[src/rtl/opl2_pkg.sv]
// ============================================================================
//  Module      : opl2_pkg
//  Description : Shared types and constants for the OPL2 write scheduler.
//  Revision    : 1.0 - initial release
// ============================================================================
`default_nettype none

package opl2_pkg;

    typedef enum logic [2:0] {
        ST_IDLE     = 3'd0,
        ST_ADDR_WR  = 3'd1,
        ST_ADDR_GAP = 3'd2,
        ST_DATA_WR  = 3'd3,
        ST_DATA_GAP = 3'd4
    } state_t;

    localparam logic [7:0] OPL_KEYON_BASE = 8'hB0;
    localparam int         OPL_NUM_CH     = 9;
    localparam logic [7:0] OPL_RHYTHM_REG = 8'hBD;

    typedef struct packed {
        logic [7:0] addr;
        logic [7:0] val;
    } write_t;

    // Key-off sweep: one write per melodic channel, then the rhythm register.
    function automatic write_t silence_write(input logic [3:0] idx);
        write_t w;
        w.val = 8'h00;
        if (idx < 4'(OPL_NUM_CH))
            w.addr = OPL_KEYON_BASE + {4'h0, idx};
        else
            w.addr = OPL_RHYTHM_REG;
        return w;
    endfunction

endpackage

`default_nettype wire

[src/rtl/opl2_silence_seq.sv]
// ============================================================================
//  Module      : opl2_silence_seq
//  Description : Key-off sweep source presenting ten writes as a valid/ready requester.
//  Revision    : 1.0 - initial release
// ============================================================================
`default_nettype none

module opl2_silence_seq
    import opl2_pkg::*;
(
    input  logic        clk,
    input  logic        rst,
    input  logic        enable,
    input  logic        start,
    input  logic        ready,
    output logic        valid,
    output logic [15:0] data
);

    logic       r_pending;
    logic [3:0] r_idx;

    always_ff @(posedge clk) begin
        if (rst || !enable) begin
            r_pending <= 1'b0;
            r_idx     <= 4'd0;
        end else if (r_pending) begin
            if (ready) begin
                if (r_idx == 4'(OPL_NUM_CH)) begin
                    r_pending <= 1'b0;
                    r_idx     <= 4'd0;
                end else begin
                    r_idx <= r_idx + 4'd1;
                end
            end
        end else if (start) begin
            r_pending <= 1'b1;
            r_idx     <= 4'd0;
        end
    end

    assign valid = r_pending;
    assign data  = silence_write(r_idx);

endmodule

`default_nettype wire

[src/rtl/opl2_write_sched.sv]
// ============================================================================
//  Module      : opl2_write_sched
//  Description : Arbitrates s0/s1/silence writes into timed two-phase OPL2 bus cycles.
//  Revision    : 1.0 - initial release
// ============================================================================
`default_nettype none

module opl2_write_sched
    import opl2_pkg::*;
#(
    parameter int WR_PULSE = 1,
    parameter int ADDR_GAP = 40,
    parameter int DATA_GAP = 250
) (
    input  logic        clk,
    input  logic        rst,
    input  logic        enable,
    input  logic        s0_valid,
    input  logic [15:0] s0_data,
    output logic        s0_ready,
    input  logic        s1_valid,
    input  logic [15:0] s1_data,
    output logic        s1_ready,
    input  logic        silence_req,
    output logic        opl_wr_n,
    output logic        opl_a0,
    output logic [7:0]  opl_din,
    output logic        busy,
    output logic        silence_busy,
    output logic [15:0] wr_count
);

    localparam int c_max_gap = (ADDR_GAP > DATA_GAP) ? ADDR_GAP : DATA_GAP;
    localparam int c_max_cnt = (c_max_gap > WR_PULSE) ? c_max_gap : WR_PULSE;
    localparam int c_cnt_w   = $clog2(c_max_cnt + 1);

    localparam logic [c_cnt_w-1:0] c_pulse_ld = c_cnt_w'(WR_PULSE - 1);
    localparam logic [c_cnt_w-1:0] c_agap_ld  = c_cnt_w'(ADDR_GAP - 1);
    localparam logic [c_cnt_w-1:0] c_dgap_ld  = c_cnt_w'(DATA_GAP - 1);

    state_t               r_state;
    logic [c_cnt_w-1:0]   r_cnt;
    logic [7:0]           r_val;
    logic                 r_cur_sil;
    logic                 r_rr_ptr;
    logic                 r_wr_n;
    logic                 r_a0;
    logic [7:0]           r_din;
    logic [15:0]          r_wr_count;

    logic                 w_sil_valid;
    logic [15:0]          w_sil_data;
    logic                 w_sil_ready;
    logic                 w_sil_start;
    logic                 w_can_accept;
    logic                 w_s0_ready;
    logic                 w_s1_ready;
    logic                 w_accept;
    write_t               w_acc;

    assign silence_busy = w_sil_valid || ((r_state != ST_IDLE) && r_cur_sil);
    assign w_sil_start  = silence_req && enable && !silence_busy;

    opl2_silence_seq u_silence_seq (
        .clk    (clk),
        .rst    (rst),
        .enable (enable),
        .start  (w_sil_start),
        .ready  (w_sil_ready),
        .valid  (w_sil_valid),
        .data   (w_sil_data)
    );

    // Silence sweep outranks both requesters; a lone valid requester ignores the pointer.
    assign w_can_accept = (r_state == ST_IDLE) && enable && !rst;
    assign w_sil_ready  = w_can_accept && w_sil_valid;
    assign w_s0_ready   = w_can_accept && !w_sil_valid && s0_valid && (!r_rr_ptr || !s1_valid);
    assign w_s1_ready   = w_can_accept && !w_sil_valid && s1_valid && (r_rr_ptr || !s0_valid);
    assign w_accept     = w_sil_ready || w_s0_ready || w_s1_ready;

    always_comb begin
        w_acc = write_t'(s1_data);
        if (w_sil_ready)
            w_acc = write_t'(w_sil_data);
        else if (w_s0_ready)
            w_acc = write_t'(s0_data);
    end

    always_ff @(posedge clk) begin
        if (rst || !enable) begin
            r_state   <= ST_IDLE;
            r_cnt     <= '0;
            r_val     <= 8'h00;
            r_cur_sil <= 1'b0;
            r_rr_ptr  <= 1'b0;
            r_wr_n    <= 1'b1;
            r_a0      <= 1'b0;
            r_din     <= 8'h00;
            if (rst)
                r_wr_count <= 16'h0000;
        end else begin
            case (r_state)
                ST_IDLE: begin
                    if (w_accept) begin
                        r_val     <= w_acc.val;
                        r_cur_sil <= w_sil_ready;
                        if (w_s0_ready)
                            r_rr_ptr <= 1'b1;
                        else if (w_s1_ready)
                            r_rr_ptr <= 1'b0;
                        r_state   <= ST_ADDR_WR;
                        r_cnt     <= c_pulse_ld;
                        r_wr_n    <= 1'b0;
                        r_a0      <= 1'b0;
                        r_din     <= w_acc.addr;
                    end
                end
                ST_ADDR_WR: begin
                    if (r_cnt == '0) begin
                        r_state <= ST_ADDR_GAP;
                        r_cnt   <= c_agap_ld;
                        r_wr_n  <= 1'b1;
                    end else begin
                        r_cnt <= r_cnt - 1'b1;
                    end
                end
                ST_ADDR_GAP: begin
                    if (r_cnt == '0) begin
                        r_state <= ST_DATA_WR;
                        r_cnt   <= c_pulse_ld;
                        r_wr_n  <= 1'b0;
                        r_a0    <= 1'b1;
                        r_din   <= r_val;
                    end else begin
                        r_cnt <= r_cnt - 1'b1;
                    end
                end
                ST_DATA_WR: begin
                    if (r_cnt == '0) begin
                        r_state <= ST_DATA_GAP;
                        r_cnt   <= c_dgap_ld;
                        r_wr_n  <= 1'b1;
                    end else begin
                        r_cnt <= r_cnt - 1'b1;
                    end
                end
                ST_DATA_GAP: begin
                    if (r_cnt == '0) begin
                        r_state    <= ST_IDLE;
                        r_cur_sil  <= 1'b0;
                        r_wr_count <= r_wr_count + 16'd1;
                    end else begin
                        r_cnt <= r_cnt - 1'b1;
                    end
                end
                default: begin
                    r_state <= ST_IDLE;
                    r_wr_n  <= 1'b1;
                end
            endcase
        end
    end

    assign s0_ready = w_s0_ready;
    assign s1_ready = w_s1_ready;
    assign opl_wr_n = r_wr_n;
    assign opl_a0   = r_a0;
    assign opl_din  = r_din;
    assign busy     = (r_state != ST_IDLE) || w_sil_valid;
    assign wr_count = r_wr_count;

endmodule

`default_nettype wire

[config.mk]
export PLATFORM = sky130hd
export DESIGN_NAME = opl2_write_sched
export DESIGN_NICKNAME = d
export VERILOG_FILES = /design/src/rtl/opl2_pkg.sv /design/src/rtl/opl2_silence_seq.sv /design/src/rtl/opl2_write_sched.sv
export SDC_FILE = /design/constraint.sdc
export NUM_CORES = 1
export LEC_CHECK = 0
export ABC_AREA = 1
export BUFFER_PORTS_ARGS = -buffer_cell sky130_fd_sc_hd__buf_2
export CORE_ASPECT_RATIO = 0.6
export CORE_MARGIN = 5
export CORE_UTILIZATION = 55
export DETAILED_ROUTE_END_ITERATION = 10
export GPL_TIMING_DRIVEN = 0
export PLACE_DENSITY = 0.81
export SYNTH_ARGS = -nofsm -noshare
export SYNTH_HDL_FRONTEND = slang
export SYNTH_SLANG_ARGS = --single-unit
[constraint.sdc]
create_clock -name clk -period 2 [get_ports clk]
set_input_delay 0.3 -clock clk [delete_from_list [all_inputs] [get_ports clk]]
set_output_delay 0.3 -clock clk [all_outputs]
set_load 0.01 [all_outputs]
; ---- Word level (Yosys, flattened, before mapping)
; Cells that the tools add are included.
[totals]
regBits = 52
input_bits = 38
out_inout_bits = 30
elab_cells = 115
[classes]
addsub = 4
magnitude_cmp = 1
eq_ne = 14
muxes = 39
bitwise_logic = 1
reduce_logical = 45
[op_table]
columns = op, count
row1 = $mux W16, 6
row2 = $mux W8, 8
row3 = $pmux W8 S5, 1
row4 = $add A16 B1 Y16 const B, 1
row5 = $mux W4, 4
row6 = $ne A2 B2 Y1 const B, 8
row7 = $pmux W8 S2, 1
row8 = $mux W3, 5
row9 = $pmux W3 S5, 1
row10 = $reduce_and A3 Y1, 5
row11 = $reduce_bool A2 Y1, 6
row12 = $logic_and A1 B1 Y1, 11
row13 = $mux W1, 10
row14 = $add A8 B4 Y8 const A, 1
row15 = $logic_not A8 Y1, 1
row16 = $sub A8 B1 Y8 const B, 1
row17 = $logic_not A1 Y1, 7
row18 = $logic_or A1 B1 Y1, 7
row19 = $eq A3 B2 Y1 const B, 2
row20 = $reduce_and A5 Y1, 1
row21 = $reduce_bool A5 Y1, 1
row22 = $add A4 B1 Y4 const B, 1
row23 = $eq A4 B4 Y1 const B, 1
row24 = $lt A4 B4 Y1 const B, 1
row25 = 11 further kinds, 13

; ---- Longest topological paths before layout
; Gate-level depths: netlist (run 1).
[logic_depth]
ltp_word = 10
depth_mapped = 12
ltp_nobuf = 12

; ---- Modules after synthesis
; Synthesis (run 1) repeated with hierarchy kept, for this count alone.
[unflattened]
hier_cells = 501
area_unflattened_um2 = 3400.8
[by_module_without_submodules]
columns = module, instances, cells_each, area_per_inst_um2, seq_area_each_um2
row1 = opl2_write_sched, 1, 438, 3005.4, 1101.1
row2 = opl2_silence_seq, 1, 63, 395.4, 100.1

; ---- Least setup slack after synthesis (run 1)
; No wires, ideal clock.
[synth_path]
path_kind = reg2reg
from = reg r_wr_count[0], in the netlist wr_count[0]
to = reg r_wr_count[14], in the netlist wr_count[14], data pin
setup_time_ns = 0.259
arrival_time_ns = 1.336
required_ns = 1.741
setup_slack_ns = 0.406
path_stages_with_launch = 9
n_path_buf = 0
synth_period_minus_slack_ns = 1.594
path_cell_list = edfxtp_1 > ha_1 > nand2_1 > inv_1 > nand3_1 > nor2_1 > nand4_1 > o21ai_0 > a21oi_1
[synth_between]
elab_chain_cells = 4
[synth_rtl]
columns = element, line_no
row1 = from (decl), opl2_write_sched.sv:49  ; logic [15:0] r_wr_count;
row2 = from (signal assigned), opl2_write_sched.sv:151  ; r_wr_count <= r_wr_count + 16'd1;
row3 = $add A16 B1 Y16, opl2_write_sched.sv:151
row4 = $mux W16, opl2_write_sched.sv:148  ; if (r_cnt == '0) begin
row5 = $mux W16, opl2_write_sched.sv:102  ; case (r_state)
row6 = $mux W16, opl2_write_sched.sv:90  ; if (rst || !enable) begin
; No other way between the ends. The select of a mux whose other input is x is not followed.
; A chain may end at the register's enable or synchronous reset.

; ---- Worst setup path in the final report (run 1)
[layout_path]
from = reg r_state[2]
to = out s0_ready
[layout_between]
elab_chain_cells = 6
[layout_rtl]
columns = element, line_no
row1 = from (decl), opl2_write_sched.sv:41  ; state_t r_state;
row2 = from (signal assigned), opl2_write_sched.sv:91  ; r_state <= ST_IDLE;
row3 = from (signal assigned), opl2_write_sched.sv:111  ; r_state <= ST_ADDR_WR;
row4 = from (signal assigned), opl2_write_sched.sv:120  ; r_state <= ST_ADDR_GAP;
row5 = $logic_not A3 Y1, opl2_write_sched.sv:75  ; assign w_can_accept = (r_state == ST_IDLE) && enable && !rst;
row6 = $logic_and A1 B1 Y1 (2 in series), opl2_write_sched.sv:75
row7 = $logic_and A1 B1 Y1 (3 in series), opl2_write_sched.sv:77  ; assign w_s0_ready = w_can_accept && !w_sil_valid && s0_valid && (!r_rr_ptr || !s1_valid);
row8 = to (decl), opl2_write_sched.sv:20  ; output logic s0_ready,
; No other way between the ends.

==> metrics.yaml, run 1 <==
grt-ovfl-total: 0
antenna_cells: 0
clock_skew_ns: 0.007437
crit_chain: "nor2_4 -> nand3_4 -> nor2_8 -> nand2_4 -> inv_4 -> buf_12 -> buf_2"
final_common_cell: "nand2_1"
dp_hpwl_mm: 6.108
drt_wl_total_mm: 7.835
fillCellCount: 496
setup_violations: 0
path_delay_family: "simple AND/OR/NAND/NOR gates"
finalHoldViolCount: 0
drtIter0Drc: 208
slew_violations: 0
synth_fa_ha_area_share_pct: 1.206
clock.fmax_mhz: 524.8
path_clk_slew_ns: 0.10
slew_headroom_pct: 59.55
h-tree-depth: 2
die-area_um2: 7314
syn_nets: 486
cp.required_ns: 1.70
grt_pass1_wl_mm: 12.59
place.gp.congestion: 0.8865
worstSetupPathType: "reg2out"
timing.final.ws_setup_ns: 0.09453
hold_path.class: "in2reg"
synth-seq-cells: 52
cts-root-buf: "clkbuf_8"
cp.depth: 7
syn-instance-count: 445
rr_worst_depth: 8
clock_latency_ns: 0.31
final_cell_mix: "nand2_1, buf_2, nor2_1, inv_1, nand3_1"
dp.cells: 592
grt_pass1_vias: 2823
cts.sinks: 52
synth_compound_area_share_pct: 10.89
vdd_drop_max_uv: 318.9
cp-end-kind: "output pin"
synth_seq_area_share_pct: 38.59
vias_per_cell: 5.166
die_h_um: 68.28
postSynthAreaPerCell_um2: 6.995
dr.pass1.iters: 5
start_kind: "flip-flop"
syn_area_um2: 3113
synth_top_family_by_area: "simple AND/OR/NAND/NOR gates"
place_ws_ns: 0.1770
io_pins: 68
cts_tree: "done"
worstMarginPinSlew_ns: 0.6045
fin_crit_ns: 1.905
cts_buffers: 5
drive_above_1_share_pct: 22.41
synth-simple-area-share_pct: 37.54
drc_errors: 0
yosys_warnings: 0
portBuffers: 67
clk_path_buf_depth: 2
hold_depth: 5
initial_core_util_pct: 56.15
path_max_fanout: 10
cp_slowest_cell: "dfxtp_2"
synthMuxAreaShare_pct: 0
max_stage_delay_ns: 0.37
post_synth_xor_area_fraction_pct: 2.814
antenna_found_initial: 0
leakagePower_nw: 1.756
utilization_pct: 66.51
area_delta_synth_final_pct: 18.45
core_um2: 5544
fin_nets: 562
postRouteAntennaNets: 0
die_w_um: 107.1
worstPathArrival_ns: 1.61
cp.buffers_inverters: 3
vias: 3110
fin_cells: 602
wire_per_inst_um: 13.01
powerDensity_nw_per_um2: 667.8
period_share_pct: 95.27
num_rows: 21
hold_buffers: 0
ys_types: 40
status: "finished, final reports clean"
grt_max_degree: 17
grt_usage_pct: 21.60
maxCapViolCount: 0
==> state kept, by name, summed over array words and instances, names as in the netlist <==
| signal | flops |
|---|---|
| opl_wr_n | 1 |
| r_state | 3 |
| r_rr_ptr | 1 |
| u_silence_seq.r_idx | 4 |
| r_cnt | 8 |
| opl_din | 8 |
| r_cur_sil | 1 |
| r_val | 8 |
| u_silence_seq.valid | 1 |
| opl_a0 | 1 |
| wr_count | 16 |
==> final timing paths <==
kind / slack [ns] / startpoint / to
worst max-delay path: 0.09 / r_state[2] / s0_ready
worst min-delay path: 0.30 / s0_data[3] / r_val[3]
worst max register to register: 0.23 / wr_count[0] / wr_count[14]
worst min register to register: 0.47 / r_val[7] / r_val[7]
==> repair_timing <==
item                       4_1_cts  5_1_grt
buffers inserted                 0        2
setup endpoints to repair        0        4
gates resized for setup          0        5
==> power breakdown <==
group          total (mW)  internal, mW  leakage, nW  switching (mW)
Sequential           1.18          1.13        0.457          0.0418
Combinational       0.539         0.194         1.24           0.345
Clock               0.747         0.379       0.0558           0.368
Total                2.46          1.71         1.76           0.755
==> Yosys cell counts (all sizes together) <==
master / number / area [um2]
o21bai: 1 / 7.510
xor2: 8 / 70.07
nand2: 138 / 558.0
o211a: 1 / 10.01
edfxtp: 16 / 480.5
o211ai: 1 / 7.510
a21oi: 29 / 148.9
nor2: 70 / 322.8
nand4: 5 / 31.28
nand3: 37 / 202.7
clkbuf: 4 / 35.04
a31oi: 2 / 12.51
ha: 3 / 37.54
nor3: 8 / 40.04
nor3b: 1 / 7.510
a31o: 1 / 8.760
or3: 1 / 6.260
a22oi: 1 / 7.510
o21ai: 22 / 121.4
o21a: 1 / 7.510
inv: 51 / 201.4
buf: 5 / 42.54
dfxtp: 36 / 720.7
a211oi: 1 / 7.510
xnor2: 2 / 17.52
==> layout make-up <==
| type | instances | area (um2) | share of cell area (%) |
|---|---|---|---|
| timing repair buffer | 69 | 350.3 | 9.501 |
| inverter | 51 | 201.4 | 5.463 |
| sequential | 52 | 1204 | 32.64 |
| tap | 80 | 100.1 | 2.715 |
| buffer | 9 | 77.57 | 2.104 |
| clock buffer | 6 | 72.57 | 1.968 |
| multi-input combinational | 333 | 1643 | 44.55 |
| clock inverter | 2 | 38.79 | 1.052 |
==> metrics by stage <==
step           power (mW)  hold slack [ns]  cell area [um2]  setup TNS, ns
2_1_floorplan       1.560           0.4268             3113              0
3_3_place_gp        1.711           0.4402             3548              0
3_5_place_dp        1.727           0.4460             3548              0
4_1_cts             2.455           0.3033             3660              0
5_1_grt             2.575           0.3213             3687      -0.003981
6_report            2.462           0.2996             3687              0
==> kinds of logic after synthesis <==
family / Yosys count
DFF: 52
AOI/OAI and AO/OA: 60
buffers and inverters: 60
adders and majority gates: 3
xor gates and xnor gates: 10
and+or+nand+nor: 260
==> worst min-delay path, cell delays in order <==
cell and delay, ns:
buf_2 0.07, nand2_1 0.04, nand3_1 0.06, nand2_1 0.04, nor2_1 0.07
==> layer usage <==
metal	GRT usage (%)	up-vias	routed length, um	part of all wire (%)
li1	-	1587	-	-
met1	30.96	1426	3942	50
met2	35.05	90	3364	43
met3	3.299	7	480	6.1
met4	4.147	0	48	0.61
met5	0	-	0	0
Power figures use the tool's default switching activity.
==> run 2, diff against run 1 <==
- BUFFER_PORTS_ARGS: -buffer_cell sky130_fd_sc_hd__buf_2 -> -buffer_cell sky130_fd_sc_hd__clkbuf_2
==> run 2 against run 1 <==
Net effect:
- hold slack about the same
- critical path type unchanged
- worst setup slack improved by 0.0054 ns
- largest cell class unchanged
- cell count decreased by 0.33%
- largest power group unchanged
- critical endpoint unchanged
- first-iteration DRC count increased by 6.7%
- register-to-register slack got worse by 0.03 ns
==> metrics.yaml, run 2 (same netlist as run 1, synthesis figures left out) <==
place.gp.congestion: 0.8846
cts-root-buf: "clkbuf_8"
dp.cells: 592
utilization_pct: 65.70
clock_skew_ns: 0.006691
antenna_found_initial: 0
clock_latency_ns: 0.31
final_common_cell: "nand2_1"
grt_pass1_wl_mm: 12.83
fin_crit_ns: 1.900
drt_wl_total_mm: 7.754
worstSetupPathType: "reg2out"
slew_violations: 0
initial_core_util_pct: 56.15
drtIter0Drc: 222
vias: 3111
grt-ovfl-total: 0
num_rows: 21
worstMarginPinSlew_ns: 0.5714
status: "finished, final reports clean"
start_kind: "flip-flop"
powerDensity_nw_per_um2: 636.9
cts.sinks: 52
grt_max_degree: 17
period_share_pct: 95.00
setup_violations: 0
wire_per_inst_um: 12.92
rsz0062_at_grt: "true"
die_h_um: 68.28
maxCapViolCount: 0
die_w_um: 107.1
hold_path.class: "in2reg"
die-area_um2: 7314
drive_above_1_share_pct: 21.73
h-tree-depth: 2
clock.fmax_mhz: 526.3
dp_hpwl_mm: 6.121
hold_buffers: 0
antenna_cells: 0
vias_per_cell: 5.185
p_total_mw: 2.320
cp.required_ns: 1.70
finalHoldViolCount: 0
final_cell_mix: "nand2_1, clkbuf_2, nor2_1, inv_1, nand3_1"
dr.pass1.iters: 5
fin_area_um2: 3642
portBuffers: 67
fin_nets: 560
grt_usage_pct: 21.93
leakagePower_nw: 1.727
vdd_drop_max_uv: 387.7
place_area_um2: 3548
cts_buffers: 5
cp-end-kind: "output pin"
path_clk_slew_ns: 0.09
io_pins: 68
worstPathArrival_ns: 1.60
largest_reg_flops: 16
core_um2: 5544
finalSetupTns_ns: 0
drc_errors: 0
area_delta_synth_final_pct: 17.00
postRouteAntennaNets: 0
path_max_fanout: 10
fin_cells: 600
grt_pass1_vias: 2809
clk_path_buf_depth: 2
cts_tree: "done"
slew_headroom_pct: 61.91
## run 2: path summary, 6_finish.rpt
path	from	cells past startpoint	end	slack, ns
max	r_state[2]	7	s0_ready	0.1
max reg2reg	wr_count[0]	7	wr_count[13]	0.20
min reg2reg	r_val[4]	2	r_val[4]	0.46
min	s0_data[3]	5	r_val[3]	0.30
## run 2: layer usage
layer,vias to the layer above,wire [um],track usage (%)
met4,0,48,3.349
li1,1586,-,-
met3,12,549,3.959
met2,114,3328,35.67
met5,-,0,0
met1,1399,3828,31.27
## run 2: what timing repair did
item / 4_1_cts / 5_1_grt
setup endpoints to repair: 0 / 2
gates resized for setup: 0 / 3
setup buffers: 0 / 0
## run 2: cell type report
type,instances,area (um2)
well taps,80,100.1
repair buffers,67,335.3
inverters,51,201.4
flip-flops and latches,52,1204
plain buffers,9,77.57
clock buffers,6,72.57
multi-input cells,333,1635
fillers,500,1902
clock inverters,2,16.27
## run 2: report_power, final
group          internal, mW  leakage, nW  total [mW]  switching [mW]
Clock                 0.250       0.0414       0.611           0.361
Sequential             1.13        0.457        1.18          0.0428
Combinational         0.189         1.23       0.531           0.342
Total                  1.57         1.73        2.32           0.746
## run 2: worst max-delay path, stage by stage (launching register included)
cell	delay (ns)
dfxtp_2	0.37
nor2_4	0.15
nand3_4	0.11
nor2_8	0.18
nand2_4	0.13
inv_4	0.09
buf_12	0.12
clkbuf_2	0.13
## run 2: metrics by stage
step	hold WS [ns]	setup WS, ns
4_1_cts	0.2989	0.04290
2_1_floorplan	0.4268	0.4057
5_1_grt	0.3069	-0.01016
6_report	0.2996	0.09992
3_3_place_gp	0.4408	0.2760
3_5_place_dp	0.4438	0.1893
==> run 3, diff against run 2 <==
- clock period: 2 -> 2.4 ns (I/O delays scaled with it)
==> run 3 against run 2 <==
Net effect:
- wire length about the same
- count of clock-buffer cells in the layout unchanged
- clock skew down 0.00094 ns
- largest cell class unchanged
- first-iteration DRC count shrank 12%
- combinational power fell by 17%
==> metrics.yaml, run 3 (same netlist as run 1, synthesis figures left out) <==
slew_violations: 0
die_w_um: 107.1
vdd_drop_max_uv: 324.1
path_max_fanout: 10
cp.depth: 7
grt_pass1_vias: 2809
die-area_um2: 7314
p_int_mw: 1.311
place.gp.congestion: 0.8846
dr.pass1.iters: 5
fin_nets: 560
io_pins: 68
clk_path_buf_depth: 2
grt-ovfl-total: 0
cts_buffers: 5
grt_util_met3_pct: 3.959
finalHoldViolCount: 0
final_common_cell: "nand2_1"
worstMarginPinSlew_ns: 0.5715
vias: 3068
num_rows: 21
finalSetupTns_ns: 0
cts_tree: "done"
drt_wl_total_mm: 7.747
postRouteAntennaNets: 0
status: "finished, final reports clean"
cp-end-kind: "output pin"
hold_buffers: 0
cts-root-buf: "clkbuf_8"
fin_crit_ns: 2.041
rsz0062_at_grt: "false"
antenna_found_initial: 0
dp_hpwl_mm: 6.121
powerDensity_nw_per_um2: 531.6
worstPathArrival_ns: 1.68
area_delta_synth_final_pct: 16.84
cp.required_ns: 2.04
clock_latency_ns: 0.31
grt_max_degree: 17
final_cell_mix: "nand2_1, clkbuf_2, nor2_1, inv_1, dfxtp_1"
cts_setup_buffers: 0
hold_depth: 5
leakagePower_nw: 1.726
maxCapViolCount: 0
vias_per_cell: 5.113
fin_area_um2: 3637
slew_headroom_pct: 61.90
grt.busiest_layer: "met2"
cts_resized: 0
wire_per_inst_um: 12.91
switchingPower_mw: 0.6226
crit_chain: "inv_2 -> nand3_4 -> nor2_8 -> nand2_4 -> inv_4 -> buf_12 -> clkbuf_2"
portBuffers: 67
sw_frac_of_total_pct: 32.20
path_clk_slew_ns: 0.10
worstSetupPathType: "reg2out"
path_delay_family: "buffers and inverters"
largest_reg_flops: 16
hold_path.class: "in2reg"
clock.fmax_mhz: 490.0
dp.cells: 592
fin_cells: 600
cp_slowest_cell: "dfxtp_1"
period_share_pct: 85.04
drive_above_1_share_pct: 21.15
die_h_um: 68.28
clock_skew_ns: 0.005750
start_kind: "flip-flop"
gr-usage-met1_pct: 31.27
initial_core_util_pct: 56.15
max_stage_delay_ns: 0.44
setup_violations: 0
core_um2: 5544
rr_worst_depth: 7
p_clk_share_pct: 26.4
antenna_cells: 0
power_frac_comb_pct: 22.9
seq_power_share_pct: 50.7
use_met2_pct: 35.67
drtIter0Drc: 195
cts.sinks: 52
grt_usage_pct: 21.93
grt_pass1_wl_mm: 12.83
place_area_um2: 3548
drc_errors: 0
h-tree-depth: 2
cp.buffers_inverters: 4
run 3: per-stage QoR:
stage	setup WS (ns)	hold WS, ns	power, mW	util (%)
floorplan	0.8057	0.4268	1.300	-
global placement	0.6337	0.4408	1.427	64.00
detailed placement	0.5893	0.4438	1.440	64.00
CTS	0.3829	0.3589	1.936	65.61
global route	0.2623	0.3670	2.039	65.61
finish	0.3591	0.3614	1.933	65.61
run 3: worst paths after layout:
| path | to | start | slack [ns] |
|---|---|---|---|
| max | s0_ready | r_state[1] | 0.36 |
| min | r_val[3] | s0_data[3] | 0.36 |
| max reg2reg | wr_count[13] | wr_count[0] | 0.56 |
| min reg2reg | r_val[4] | r_val[4] | 0.46 |
run 3: cell type report:
cell class,instances,area [um2]
plain buffers,9,77.57
well taps,80,100.1
multi-input cells,333,1633
fillers,500,1907
inverters,51,201.4
clock inverters,2,16.27
flip-flops and latches,52,1201
clock buffers,6,72.57
repair buffers,67,335.3
run 3: power groups by stage:
stage	Sequential, mW	Clock (mW)	Combinational, mW
floorplan	1.00	0	0.296
global route	0.986	0.553	0.501
global placement	0.998	0	0.429
CTS	0.980	0.515	0.441
finish	0.981	0.510	0.442
detailed placement	1.00	0	0.440
run 3: worst reg2reg max path, cell delays in order (launching register included):
cell	delay [ns]
edfxtp_1	0.42
nand3_1	0.15
nor3_1	0.38
nand2_1	0.16
nor2_1	0.16
nand3_1	0.11
xor2_1	0.15
nor2_1	0.05
run 3: metal layers:
| layer | part of all wire (%) | up-vias | wire (um) |
|---|---|---|---|
| met2 | 43 | 93 | 3322 |
| met3 | 6.5 | 9 | 505 |
| li1 | - | 1589 | - |
| met1 | 50 | 1377 | 3872 |
| met5 | 0 | - | 0 |
| met4 | 0.59 | 0 | 46 |
